<file path="src/rtl/hex_page_scheduler_if.sv">
`default_nettype none
//------------------------------------------------------------------------------
// hex_page_scheduler_if : page sources, user controls and indicator outputs
// Revision: 1.0
//------------------------------------------------------------------------------
interface hex_page_scheduler_if;
  logic [127:0] pages_reg1;
  logic [127:0] pages_reg2;
  logic         key_n;
  logic [3:0]   alert_req;
  logic         rot_en;
  logic [31:0]  disp_reg1;
  logic [31:0]  disp_reg2;
  logic [1:0]   page_idx;
  logic [1:0]   mode;
  logic         blank;

  modport master (
    output pages_reg1, pages_reg2, key_n, alert_req, rot_en,
    input  disp_reg1, disp_reg2, page_idx, mode, blank
  );

  modport slave (
    input  pages_reg1, pages_reg2, key_n, alert_req, rot_en,
    output disp_reg1, disp_reg2, page_idx, mode, blank
  );
endinterface

`default_nettype wire

</file>
<file path="src/rtl/hex_page_scheduler.sv">
`default_nettype none
//------------------------------------------------------------------------------
// hex_page_scheduler : picks one of four status pages for the hex indicator
// (ms-tick auto-rotation, debounced manual stepping, prioritised alert preemption).
// Optional alert blink: define HEX_SCHED_BLINK_EN.
// Revision: 1.0
//------------------------------------------------------------------------------
module hex_page_scheduler #(
  parameter int TICK_DIV       = 50000,
  parameter int DWELL_MS       = 2000,
  parameter int DEBOUNCE_MS    = 20,
  parameter int MANUAL_HOLD_MS = 10000,
  parameter int ALERT_MIN_MS   = 500
`ifdef HEX_SCHED_BLINK_EN
  , parameter int BLINK_MS     = 250
`endif
) (
  input  wire logic           clk,
  input  wire logic           rst_n,
  hex_page_scheduler_if.slave bus
);

  localparam int TICK_W  = $clog2(TICK_DIV + 1);
  localparam int DWELL_W = $clog2(DWELL_MS + 1);
  localparam int DEB_W   = $clog2(DEBOUNCE_MS + 1);
  localparam int HOLD_W  = $clog2(MANUAL_HOLD_MS + 1);
  localparam int ATMR_W  = $clog2(ALERT_MIN_MS + 1);

  localparam logic [TICK_W-1:0]  TICK_LAST  = TICK_W'(TICK_DIV - 1);
  localparam logic [DWELL_W-1:0] DWELL_LAST = DWELL_W'(DWELL_MS - 1);
  localparam logic [DEB_W-1:0]   DEB_LAST   = DEB_W'(DEBOUNCE_MS - 1);
  localparam logic [HOLD_W-1:0]  HOLD_LAST  = HOLD_W'(MANUAL_HOLD_MS - 1);
  localparam logic [ATMR_W-1:0]  ALERT_FULL = ATMR_W'(ALERT_MIN_MS);

  typedef enum logic [1:0] {
    ST_AUTO   = 2'b00,
    ST_MANUAL = 2'b01,
    ST_ALERT  = 2'b10
  } state_t;

  // ---------------------------------------------------------------- timebase
  logic [TICK_W-1:0] presc;
  logic              tick;

  assign tick = (presc == TICK_LAST);

  always_ff @(posedge clk or negedge rst_n) begin
    if (!rst_n) begin
      presc <= '0;
    end else if (tick) begin
      presc <= '0;
    end else begin
      presc <= presc + 1'b1;
    end
  end

  // ---------------------------------------------------------------- key path
  // Key state resets to "released" so leaving reset never looks like a press.
  logic             key_meta;
  logic             key_sync;
  logic             key_deb;
  logic [DEB_W-1:0] deb_cnt;
  logic             key_evt;

  assign key_evt = tick && (key_sync != key_deb) && (deb_cnt == DEB_LAST) && key_deb;

  always_ff @(posedge clk or negedge rst_n) begin
    if (!rst_n) begin
      key_meta <= 1'b1;
      key_sync <= 1'b1;
      key_deb  <= 1'b1;
      deb_cnt  <= '0;
    end else begin
      key_meta <= bus.key_n;
      key_sync <= key_meta;
      if (key_sync == key_deb) begin
        deb_cnt <= '0;
      end else if (tick) begin
        if (deb_cnt == DEB_LAST) begin
          key_deb <= key_sync;
          deb_cnt <= '0;
        end else begin
          deb_cnt <= deb_cnt + 1'b1;
        end
      end
    end
  end

  // ---------------------------------------------------------------- alert priority
  logic [1:0] low_idx;
  logic       alert_any;

  assign alert_any = |bus.alert_req;

  always_comb begin
    low_idx = 2'd0;
    for (int i = 3; i >= 0; i--) begin
      if (bus.alert_req[i]) begin
        low_idx = 2'(i);
      end
    end
  end

  // ---------------------------------------------------------------- scheduler FSM
  state_t             state;
  state_t             state_nxt;
  logic [1:0]         page;
  logic [1:0]         page_nxt;
  logic [DWELL_W-1:0] dwell;
  logic [DWELL_W-1:0] dwell_nxt;
  logic [HOLD_W-1:0]  hold;
  logic [HOLD_W-1:0]  hold_nxt;
  logic [ATMR_W-1:0]  atmr;
  logic [ATMR_W-1:0]  atmr_nxt;
  logic               dwell_done;
  logic               alert_done;

  assign dwell_done = (dwell == DWELL_LAST);
  assign alert_done = (atmr == ALERT_FULL);

  always_ff @(posedge clk or negedge rst_n) begin
    if (!rst_n) begin
      state <= ST_AUTO;
      page  <= 2'd0;
      dwell <= '0;
      hold  <= '0;
      atmr  <= '0;
    end else begin
      state <= state_nxt;
      page  <= page_nxt;
      dwell <= dwell_nxt;
      hold  <= hold_nxt;
      atmr  <= atmr_nxt;
    end
  end

  always_comb begin
    state_nxt = state;
    page_nxt  = page;
    dwell_nxt = dwell;
    hold_nxt  = hold;
    atmr_nxt  = atmr;

    // Any alert preempts whatever else happens this cycle, including key_evt.
    if (state != ST_ALERT && alert_any) begin
      state_nxt = ST_ALERT;
      page_nxt  = low_idx;
      atmr_nxt  = '0;
    end else begin
      case (state)
        ST_AUTO: begin
          if (tick && bus.rot_en) begin
            dwell_nxt = dwell_done ? '0 : dwell + 1'b1;
          end
          if (key_evt) begin
            page_nxt  = page + 2'd1;
            state_nxt = ST_MANUAL;
            hold_nxt  = '0;
          end else if (tick && bus.rot_en && dwell_done) begin
            page_nxt = page + 2'd1;
          end
        end

        ST_MANUAL: begin
          if (key_evt) begin
            page_nxt = page + 2'd1;
            hold_nxt = '0;
          end else if (tick) begin
            if (hold == HOLD_LAST) begin
              state_nxt = ST_AUTO;
              dwell_nxt = '0;
              hold_nxt  = '0;
            end else begin
              hold_nxt = hold + 1'b1;
            end
          end
        end

        ST_ALERT: begin
          if (tick && !alert_done) begin
            atmr_nxt = atmr + 1'b1;
          end
          // A dropped active bit only hands over once the minimum hold has elapsed.
          if (!alert_any) begin
            if (alert_done) begin
              state_nxt = ST_AUTO;
              dwell_nxt = '0;
            end
          end else if ((low_idx < page) || (!bus.alert_req[page] && alert_done)) begin
            page_nxt = low_idx;
            atmr_nxt = '0;
          end
        end

        default: begin
          state_nxt = ST_AUTO;
        end
      endcase
    end
  end

  // ---------------------------------------------------------------- blink
`ifdef HEX_SCHED_BLINK_EN
  localparam int BLINK_W = $clog2(BLINK_MS + 1);
  localparam logic [BLINK_W-1:0] BLINK_LAST = BLINK_W'(BLINK_MS - 1);

  logic [BLINK_W-1:0] blink_cnt;
  logic [BLINK_W-1:0] blink_nxt;
  logic               blank_q;
  logic               blank_nxt;

  always_comb begin
    blank_nxt = blank_q;
    blink_nxt = blink_cnt;
    if (state_nxt != ST_ALERT || state != ST_ALERT) begin
      blank_nxt = 1'b0;
      blink_nxt = '0;
    end else if (tick) begin
      if (blink_cnt == BLINK_LAST) begin
        blank_nxt = ~blank_q;
        blink_nxt = '0;
      end else begin
        blink_nxt = blink_cnt + 1'b1;
      end
    end
  end

  always_ff @(posedge clk or negedge rst_n) begin
    if (!rst_n) begin
      blink_cnt <= '0;
      blank_q   <= 1'b0;
    end else begin
      blink_cnt <= blink_nxt;
      blank_q   <= blank_nxt;
    end
  end

  assign bus.blank = blank_q;
`else
  assign bus.blank = 1'b0;
`endif

  // ---------------------------------------------------------------- datapath
  logic [31:0] disp1_q;
  logic [31:0] disp2_q;

  always_ff @(posedge clk or negedge rst_n) begin
    if (!rst_n) begin
      disp1_q <= '0;
      disp2_q <= '0;
    end else begin
      disp1_q <= bus.pages_reg1[{page, 5'b0} +: 32];
      disp2_q <= bus.pages_reg2[{page, 5'b0} +: 32];
    end
  end

  assign bus.disp_reg1 = disp1_q;
  assign bus.disp_reg2 = disp2_q;
  assign bus.page_idx  = page;
  assign bus.mode      = state;

endmodule

`default_nettype wire

</file>
<file path="src/flat_wrapper.sv">
// flat-port wrapper written by rule: the top's interface ports become plain ports
module hex_page_scheduler_flat 
#(
  parameter int TICK_DIV       = 50000,
  parameter int DWELL_MS       = 2000,
  parameter int DEBOUNCE_MS    = 20,
  parameter int MANUAL_HOLD_MS = 10000,
  parameter int ALERT_MIN_MS   = 500

)
  (clk, rst_n, bus_pages_reg1, bus_pages_reg2, bus_key_n, bus_alert_req, bus_rot_en, bus_disp_reg1, bus_disp_reg2, bus_page_idx, bus_mode, bus_blank);
  hex_page_scheduler_if bus_i ();
  input  wire logic clk;
  input  wire logic rst_n;
  input wire logic [$bits(bus_i.pages_reg1)-1:0] bus_pages_reg1;
  input wire logic [$bits(bus_i.pages_reg2)-1:0] bus_pages_reg2;
  input wire logic [$bits(bus_i.key_n)-1:0] bus_key_n;
  input wire logic [$bits(bus_i.alert_req)-1:0] bus_alert_req;
  input wire logic [$bits(bus_i.rot_en)-1:0] bus_rot_en;
  output wire logic [$bits(bus_i.disp_reg1)-1:0] bus_disp_reg1;
  output wire logic [$bits(bus_i.disp_reg2)-1:0] bus_disp_reg2;
  output wire logic [$bits(bus_i.page_idx)-1:0] bus_page_idx;
  output wire logic [$bits(bus_i.mode)-1:0] bus_mode;
  output wire logic [$bits(bus_i.blank)-1:0] bus_blank;
  assign bus_i.pages_reg1 = bus_pages_reg1;
  assign bus_i.pages_reg2 = bus_pages_reg2;
  assign bus_i.key_n = bus_key_n;
  assign bus_i.alert_req = bus_alert_req;
  assign bus_i.rot_en = bus_rot_en;
  assign bus_disp_reg1 = bus_i.disp_reg1;
  assign bus_disp_reg2 = bus_i.disp_reg2;
  assign bus_page_idx = bus_i.page_idx;
  assign bus_mode = bus_i.mode;
  assign bus_blank = bus_i.blank;
  hex_page_scheduler #(.TICK_DIV(TICK_DIV), .DWELL_MS(DWELL_MS), .DEBOUNCE_MS(DEBOUNCE_MS), .MANUAL_HOLD_MS(MANUAL_HOLD_MS), .ALERT_MIN_MS(ALERT_MIN_MS)) u_core (.clk(clk), .rst_n(rst_n), .bus(bus_i));
endmodule
</file>
<file path="config.mk">
export PLATFORM = sky130hd
export DESIGN_NAME = hex_page_scheduler_flat
export DESIGN_NICKNAME = d
export VERILOG_FILES = /design/src/rtl/hex_page_scheduler_if.sv /design/src/rtl/hex_page_scheduler.sv /design/src/flat_wrapper.sv
export SDC_FILE = /design/constraint.sdc
export NUM_CORES = 1
export LEC_CHECK = 0
export ABC_AREA = 1
export CELL_PAD_IN_SITES_DETAIL_PLACEMENT = 0
export CELL_PAD_IN_SITES_GLOBAL_PLACEMENT = 1
export CORE_MARGIN = 4
export CORE_UTILIZATION = 44
export CTS_CLUSTER_SIZE = 25
export DETAILED_ROUTE_END_ITERATION = 6
export DONT_BUFFER_PORTS = 1
export PLACE_DENSITY_LB_ADDON = 0.2
export SLEW_MARGIN = 10
export SYNTH_ARGS = -nofsm -noshare
export SYNTH_HDL_FRONTEND = slang
export SYNTH_SLANG_ARGS = --single-unit
</file>
<file path="constraint.sdc">
create_clock -name clk -period 2.3 [get_ports clk]
set_input_delay 0.46 -clock clk [delete_from_list [all_inputs] [get_ports clk]]
set_output_delay 0.46 -clock clk [all_outputs]
set_load 0.005 [all_outputs]
</file>
Word level (Yosys, flattened, before mapping)
Cells that the tools add are included.
{"block": "word_totals", "register_bits": 126, "latchBits": 0, "ramBits": 0, "romBits": 0, "input_bits": 264, "mem_count": 0}
{"block": "op_classes", "add_sub_neg": 6, "mul": 0, "div": 0, "order_cmp": 2, "eq_ne": 28, "shift": 2, "mux": 43, "bitwise_logic": 2, "reduce_logical": 23}
{"cell": "variable part select 128 x 8 -> 32 bit", "count": 2}
{"cell": "two-way mux 11 bit", "count": 7}
{"cell": "two-way mux 14 bit", "count": 4}
{"cell": "two-way mux 9 bit", "count": 5}
{"cell": "two-way mux 2 bit", "count": 17}
{"cell": "case mux 11 bit (3 select lines)", "count": 1}
{"cell": "case mux 14 bit (2 select lines)", "count": 1}
{"cell": "inequality test 3 x 1 -> 1 bit (second input constant)", "count": 8}
{"cell": "adder 16 x 1 -> 16 bit (second input constant)", "count": 1}
{"cell": "equality test 16 bit (second input constant)", "count": 1}
{"cell": "two-way mux 16 bit", "count": 1}
{"cell": "two-way mux 5 bit", "count": 3}
{"cell": "adder 14 x 1 -> 14 bit (second input constant)", "count": 1}
{"cell": "equality test 14 bit (second input constant)", "count": 1}
{"cell": "case mux 2 bit (3 select lines)", "count": 2}
{"cell": "adder 11 x 1 -> 11 bit (second input constant)", "count": 1}
{"cell": "equality test 11 bit (second input constant)", "count": 1}
{"cell": "inequality test 2 x 1 -> 1 bit (second input constant)", "count": 5}
{"cell": "adder 9 x 1 -> 9 bit (second input constant)", "count": 1}
{"cell": "equality test 9 bit (second input constant)", "count": 1}
{"cell": "logical AND 1 bit", "count": 8}
{"cell": "AND reduction 8 bit", "count": 1}
{"cell": "inequality test 2 bit (second input constant)", "count": 3}
{"cell": "inequality test 3 bit (second input constant)", "count": 2}
{"cell": "24 further kinds", "count": 28}

Longest topological paths before layout
{"block": "logic_depth", "word_depth": 10, "ltp_mapped": 13, "mapped_depth_nobuf": 13}

Worst setup path before layout
OpenSTA, ideal clock, no wires.
{"block": "synth_path", "path_type": "register -> register", "from": "register u_core.page[1], in the netlist u_core.bus.page_idx[1]", "to": "register u_core.atmr[2]", "setup_ps": 133, "arrival_time_ps": 1841, "path_slack_ps": 327, "stages_incl_launch_ff": 13, "cell_sequence": "dfrtp_1 -> clkbuf_1 -> inv_1 -> clkbuf_1 -> clkbuf_1 -> ha_1 -> nand2_1 -> nand2_1 -> nand2_1 -> nand2_1 -> nand2_1 -> buf_2 -> o22ai_1"}
{"block": "synth_via", "elab_chain_len": 9, "word_cells_on_any_way": 10}
{"element": "start, declared", "line_no": "hex_page_scheduler.sv:107", "source": "logic [1:0] page;"}
{"element": "start signal, assigned", "line_no": "hex_page_scheduler.sv:130", "source": "page <= page_nxt;"}
{"element": "binary-select mux 1 bit (select 2 bit)", "line_no": "hex_page_scheduler.sv:189", "source": "end else if ((low_idx < page) || (!bus.alert_req[page] && alert_done)) begin"}
{"element": "two-way mux 1 bit (not written as such)", "line_no": "hex_page_scheduler.sv:189"}
{"element": "logical NOT 1 bit", "line_no": "hex_page_scheduler.sv:189"}
{"element": "logical AND 1 bit", "line_no": "hex_page_scheduler.sv:189"}
{"element": "logical OR 1 bit *", "line_no": "hex_page_scheduler.sv:189"}
{"element": "two-way mux 9 bit *", "line_no": "hex_page_scheduler.sv:189"}
{"element": "two-way mux 9 bit *", "line_no": "hex_page_scheduler.sv:184", "source": "if (!alert_any) begin"}
{"element": "two-way mux 9 bit *", "line_no": "hex_page_scheduler.sv:150", "source": "case (state)"}
{"element": "two-way mux 9 bit *", "line_no": "hex_page_scheduler.sv:145", "source": "if (state != ST_ALERT && alert_any) begin"}
{"element": "end signal, assigned", "line_no": "hex_page_scheduler.sv:133", "source": "atmr <= atmr_nxt;"}
{"element": "end, declared", "line_no": "hex_page_scheduler.sv:113", "source": "logic [ATMR_W-1:0] atmr;"}
Mark *: on every way between the ends. The rest lies on a longest branch, timed or not. The select of a mux whose other input is x is not followed.
A chain may end at the register's enable or synchronous reset.

Worst setup path in the final report
{"block": "layout_path", "from": "register u_core.presc[0]", "to": "register u_core.hold[13]"}
{"block": "layout_via", "elab_chain_len": 6, "word_cells_on_any_way": 9}
{"element": "start, declared", "line_no": "hex_page_scheduler.sv:42", "source": "logic [TICK_W-1:0] presc;"}
{"element": "start signal, assigned", "line_no": "hex_page_scheduler.sv:53", "source": "presc <= presc + 1'b1;"}
{"element": "equality test 16 bit *", "line_no": "hex_page_scheduler.sv:45", "source": "assign tick = (presc == TICK_LAST);"}
{"element": "logical AND 1 bit (3 in a row)", "line_no": "hex_page_scheduler.sv:65", "source": "assign key_evt = tick && (key_sync != key_deb) && (deb_cnt == DEB_LAST) && key_deb;"}
{"element": "inequality test 3 x 1 -> 1 bit (no source line) (tied with other cells)"}
{"element": "AND reduction 4 bit (no source line) or case mux 14 bit (2 select lines) (tied branches)"}
{"element": "end signal, assigned", "line_no": "hex_page_scheduler.sv:132", "source": "hold <= hold_nxt;"}
{"element": "end, declared", "line_no": "hex_page_scheduler.sv:111", "source": "logic [HOLD_W-1:0] hold;"}
Mark *: on every way between the ends. The rest lies on a longest branch, timed or not.

==> results.sh <==
export IMPL_rsz0062_at_grt="no"
export IMPL_place_area_mm2=0.00756
export IMPL_violations="hold timing"
export IMPL_cp_top_family="simple AND/OR/NAND/NOR gates"
export IMPL_slew_headroom_pct=58.4
export IMPL_nets=1232
export IMPL_via_per_inst=5.57
export IMPL_grt_max_degree=127
export IMPL_ff2ff_setup_slack_ns=0.27
export IMPL_finalHoldViolations=126
export IMPL_power_share_sequential_pct=38.3
export IMPL_cts_resized=0
export IMPL_ioPinCount=333
export IMPL_vias=6641
export IMPL_r2r_start="u_core.presc[0]"
export IMPL_synth_avg_cell_area_um2=7.56
export IMPL_die_h_um=137
export IMPL_final_area_mm2=0.00817
export IMPL_power_frac_comb_pct=30.7
export IMPL_hpwl_um=17700
export IMPL_hold_class="input pin to async pin"
export IMPL_areaGrowthSynthToFinish_pct=11.0
export IMPL_switching_share_pct=39.6
export IMPL_required_ns=2.66
export IMPL_clock_root_buffer="clkbuf_16"
export IMPL_clkLatencyLatePin_ns=0.42
export IMPL_initial_core_util_pct=44.7
export IMPL_r2r_cells=9
export IMPL_dieWidth_um=137
export IMPL_drv_slew=0
export IMPL_worst_pin_slew_ns=0.624
export IMPL_worst_path_buf_inv=1
export IMPL_clkPwrFrac_pct=31.0
export IMPL_track_usage_pct=24.9
export IMPL_drive_gt1_share_pct=10.7
export IMPL_p_per_area_mw_per_mm2=1110
export IMPL_fin_skew_ns=0.0120
export IMPL_final_cell_mix="nor2_1, o21ai_0, nand2_1, dfrtp_1, inv_1"
export IMPL_num_rows=47
export IMPL_h_tree_depth=4
export IMPL_cts_inserted_buffers=17
export IMPL_postRouteAntennaNets=0
export IMPL_gp_congestion=0.897
export IMPL_worstPathArrival_ns=2.39
export IMPL_final_common_cell="nor2_1"
export IMPL_critPathLaunchType="register"
export IMPL_syn_area_mm2=0.00736
export IMPL_core_area_mm2=0.0165
export IMPL_fmax_mhz=493
export IMPL_synth_fp_nets=1249
export IMPL_ys_seq_area_share_pct=42.9
export IMPL_postCtsSetupBuffers=0
export IMPL_path_max_fanout=27
export IMPL_critPathSlowestCell="dfrtp_1"
export IMPL_critPathMaxStageDelay_ns=0.38
export IMPL_synthCells=974
export IMPL_worst_hold_slack_ns=-0.265
export IMPL_antenna_found_initial=3
export IMPL_ys_ff_latch=126
export IMPL_overflow=0
export IMPL_cp_cell_sequence="ha_1 -> nand3_1 -> nor2_2 -> nand2_4 -> a21oi_2 -> nand3_4 -> inv_1 -> nand3_1 -> nand2_1"
export IMPL_cp_common_cell="nand3_1"
export IMPL_dp_cells=1158
export IMPL_synth_warnings=0
export IMPL_switchingPower_uw=3590
export IMPL_cts_tree="yes"
export IMPL_cap_viol_max_count=0
export IMPL_synthDistinctLibCells=41
export IMPL_p_int_uw=5470
export IMPL_clk_pin_slew_ns=0.06
export IMPL_fin_crit_ns=2.03
export IMPL_r2r_end="u_core.hold[13]"
export IMPL_tns_ns=0
export IMPL_cts_buffer_depth=2
export IMPL_grt_pass1_vias=6312
export IMPL_critPathCaptureType="register"
export IMPL_crit_type="register to register"
export IMPL_io_buffer_count=0
export IMPL_grt_pass1_wl_um=35600
export IMPL_cts_sinks=126
export IMPL_post_route_period_util_pct=88.1
export IMPL_wl_um=23700
export IMPL_drc_errors=0
export IMPL_setup_viol=0
export IMPL_ir_drop_mv=0.568
export IMPL_die_area_mm2=0.0189
export IMPL_finalNonFillerCells=1193
export IMPL_fillCellCount=1612
export IMPL_wl_per_cell_um=19.9
export IMPL_dr_pass1_iters=5
export IMPL_leakage_uw=0.00356
export IMPL_drtIter0Drc=453
export IMPL_run_status="finished with violations"
==> worst max-delay path by stage <==
stage / depth (start not counted) / start / slack [ns] / endpoint
floorplan: 12 / u_core.bus.page_idx[1] / 0.33 / u_core.atmr[2]
global placement: 9 / u_core.presc[0] / 0.35 / u_core.hold[13]
detailed placement: 9 / u_core.presc[0] / 0.28 / u_core.hold[13]
CTS: 8 / u_core.presc[0] / 0.26 / u_core.hold[6]
global route: 8 / u_core.presc[0] / 0.04 / u_core.hold[6]
finish: 9 / u_core.presc[0] / 0.27 / u_core.hold[13]
==> stage by stage <==
stage	setup WS, ns	power [µW]	util [%]
floorplan	0.327	5390	-
global placement	0.354	6280	45.9
detailed placement	0.280	6270	45.9
CTS	0.256	9130	49.6
global route	0.0407	9680	49.6
finish	0.273	9070	49.6
==> logic make-up (layout without fill, tap and decap cells) <==
logic type / Yosys count / count (layout) / synth area share [%]
flip-flops: 126 / 126 / 42.9
buffers and inverters: 131 / 127 / 7.20
AND/OR/NAND/NOR: 426 / 426 / 25.4
XOR/XNOR: 25 / 25 / 2.97
other: 1 / 4 / 0.0509
adder cells (fa/ha/maj): 11 / 11 / 1.87
AO/OA/AOI/OAI: 254 / 254 / 19.7
==> metal layers <==
layer | GRT usage [%] | vias to the layer above | wire length [µm]
met5 | 0 | - | 0
met4 | 7.48 | 0 | 303
met3 | 8.47 | 21 | 1710
met2 | 37.9 | 220 | 11500
met1 | 33.7 | 3156 | 10200
li1 | - | 3244 | -
==> flip-flops by register name, summed over array words and instances, names as in the netlist <==
name,cells
u_core.hold,14
u_core.key_deb,1
u_core.dwell,11
u_core.bus.page_idx,2
u_core.key_sync,1
u_core.atmr,9
u_core.deb_cnt,5
u_core.bus.disp_reg2,32
u_core.key_meta,1
u_core.bus.disp_reg1,32
u_core.presc,16
u_core.bus.mode,2
==> synthesized netlist by cell type, drive strengths merged <==
library cell | count | area [µm²]
a21o | 1 | 7.51
a21oi | 9 | 48.8
buf | 13 | 87.6
nor4 | 1 | 6.26
nor2 | 184 | 713
o21bai | 1 | 7.51
conb | 1 | 3.75
and3 | 1 | 6.26
ha | 11 | 138
a31oi | 1 | 6.26
nor3 | 21 | 105
o21ai | 164 | 885
dfstp | 3 | 78.8
o22ai | 74 | 463
clkbuf | 39 | 146
or2 | 6 | 37.5
nand2 | 144 | 596
inv | 78 | 293
o211ai | 2 | 15.0
a41oi | 1 | 8.76
clkinv | 1 | 3.75
dfrtp | 123 | 3080
a22oi | 1 | 7.51
nand4 | 22 | 153
xor2 | 20 | 175
xnor2 | 5 | 43.8
nor3b | 1 | 7.51
nand3 | 46 | 243
==> power groups by stage <==
stage | clock network [µW] | registers [µW] | logic, µW
after global routing | 2970 | 3540 | 3160
after global placement | 0 | 3550 | 2730
final | 2810 | 3480 | 2780
after floorplan | 0 | 3180 | 2210
after CTS | 2880 | 3490 | 2760
after detailed placement | 0 | 3500 | 2770
==> final cells by class <==
class                   instances  area, µm²  area share (%)
clock buffers                  18        429            5.25
inverters                      79        298            3.64
flip-flops and latches        126       3160            38.7
diodes                          3       7.51          0.0918
repair buffers                 16        145            1.78
multi-input cells             717       3680            45.0
clock inverters                14        181            2.22
well taps                     220        275            3.37
Power figures use the tool's default switching activity.
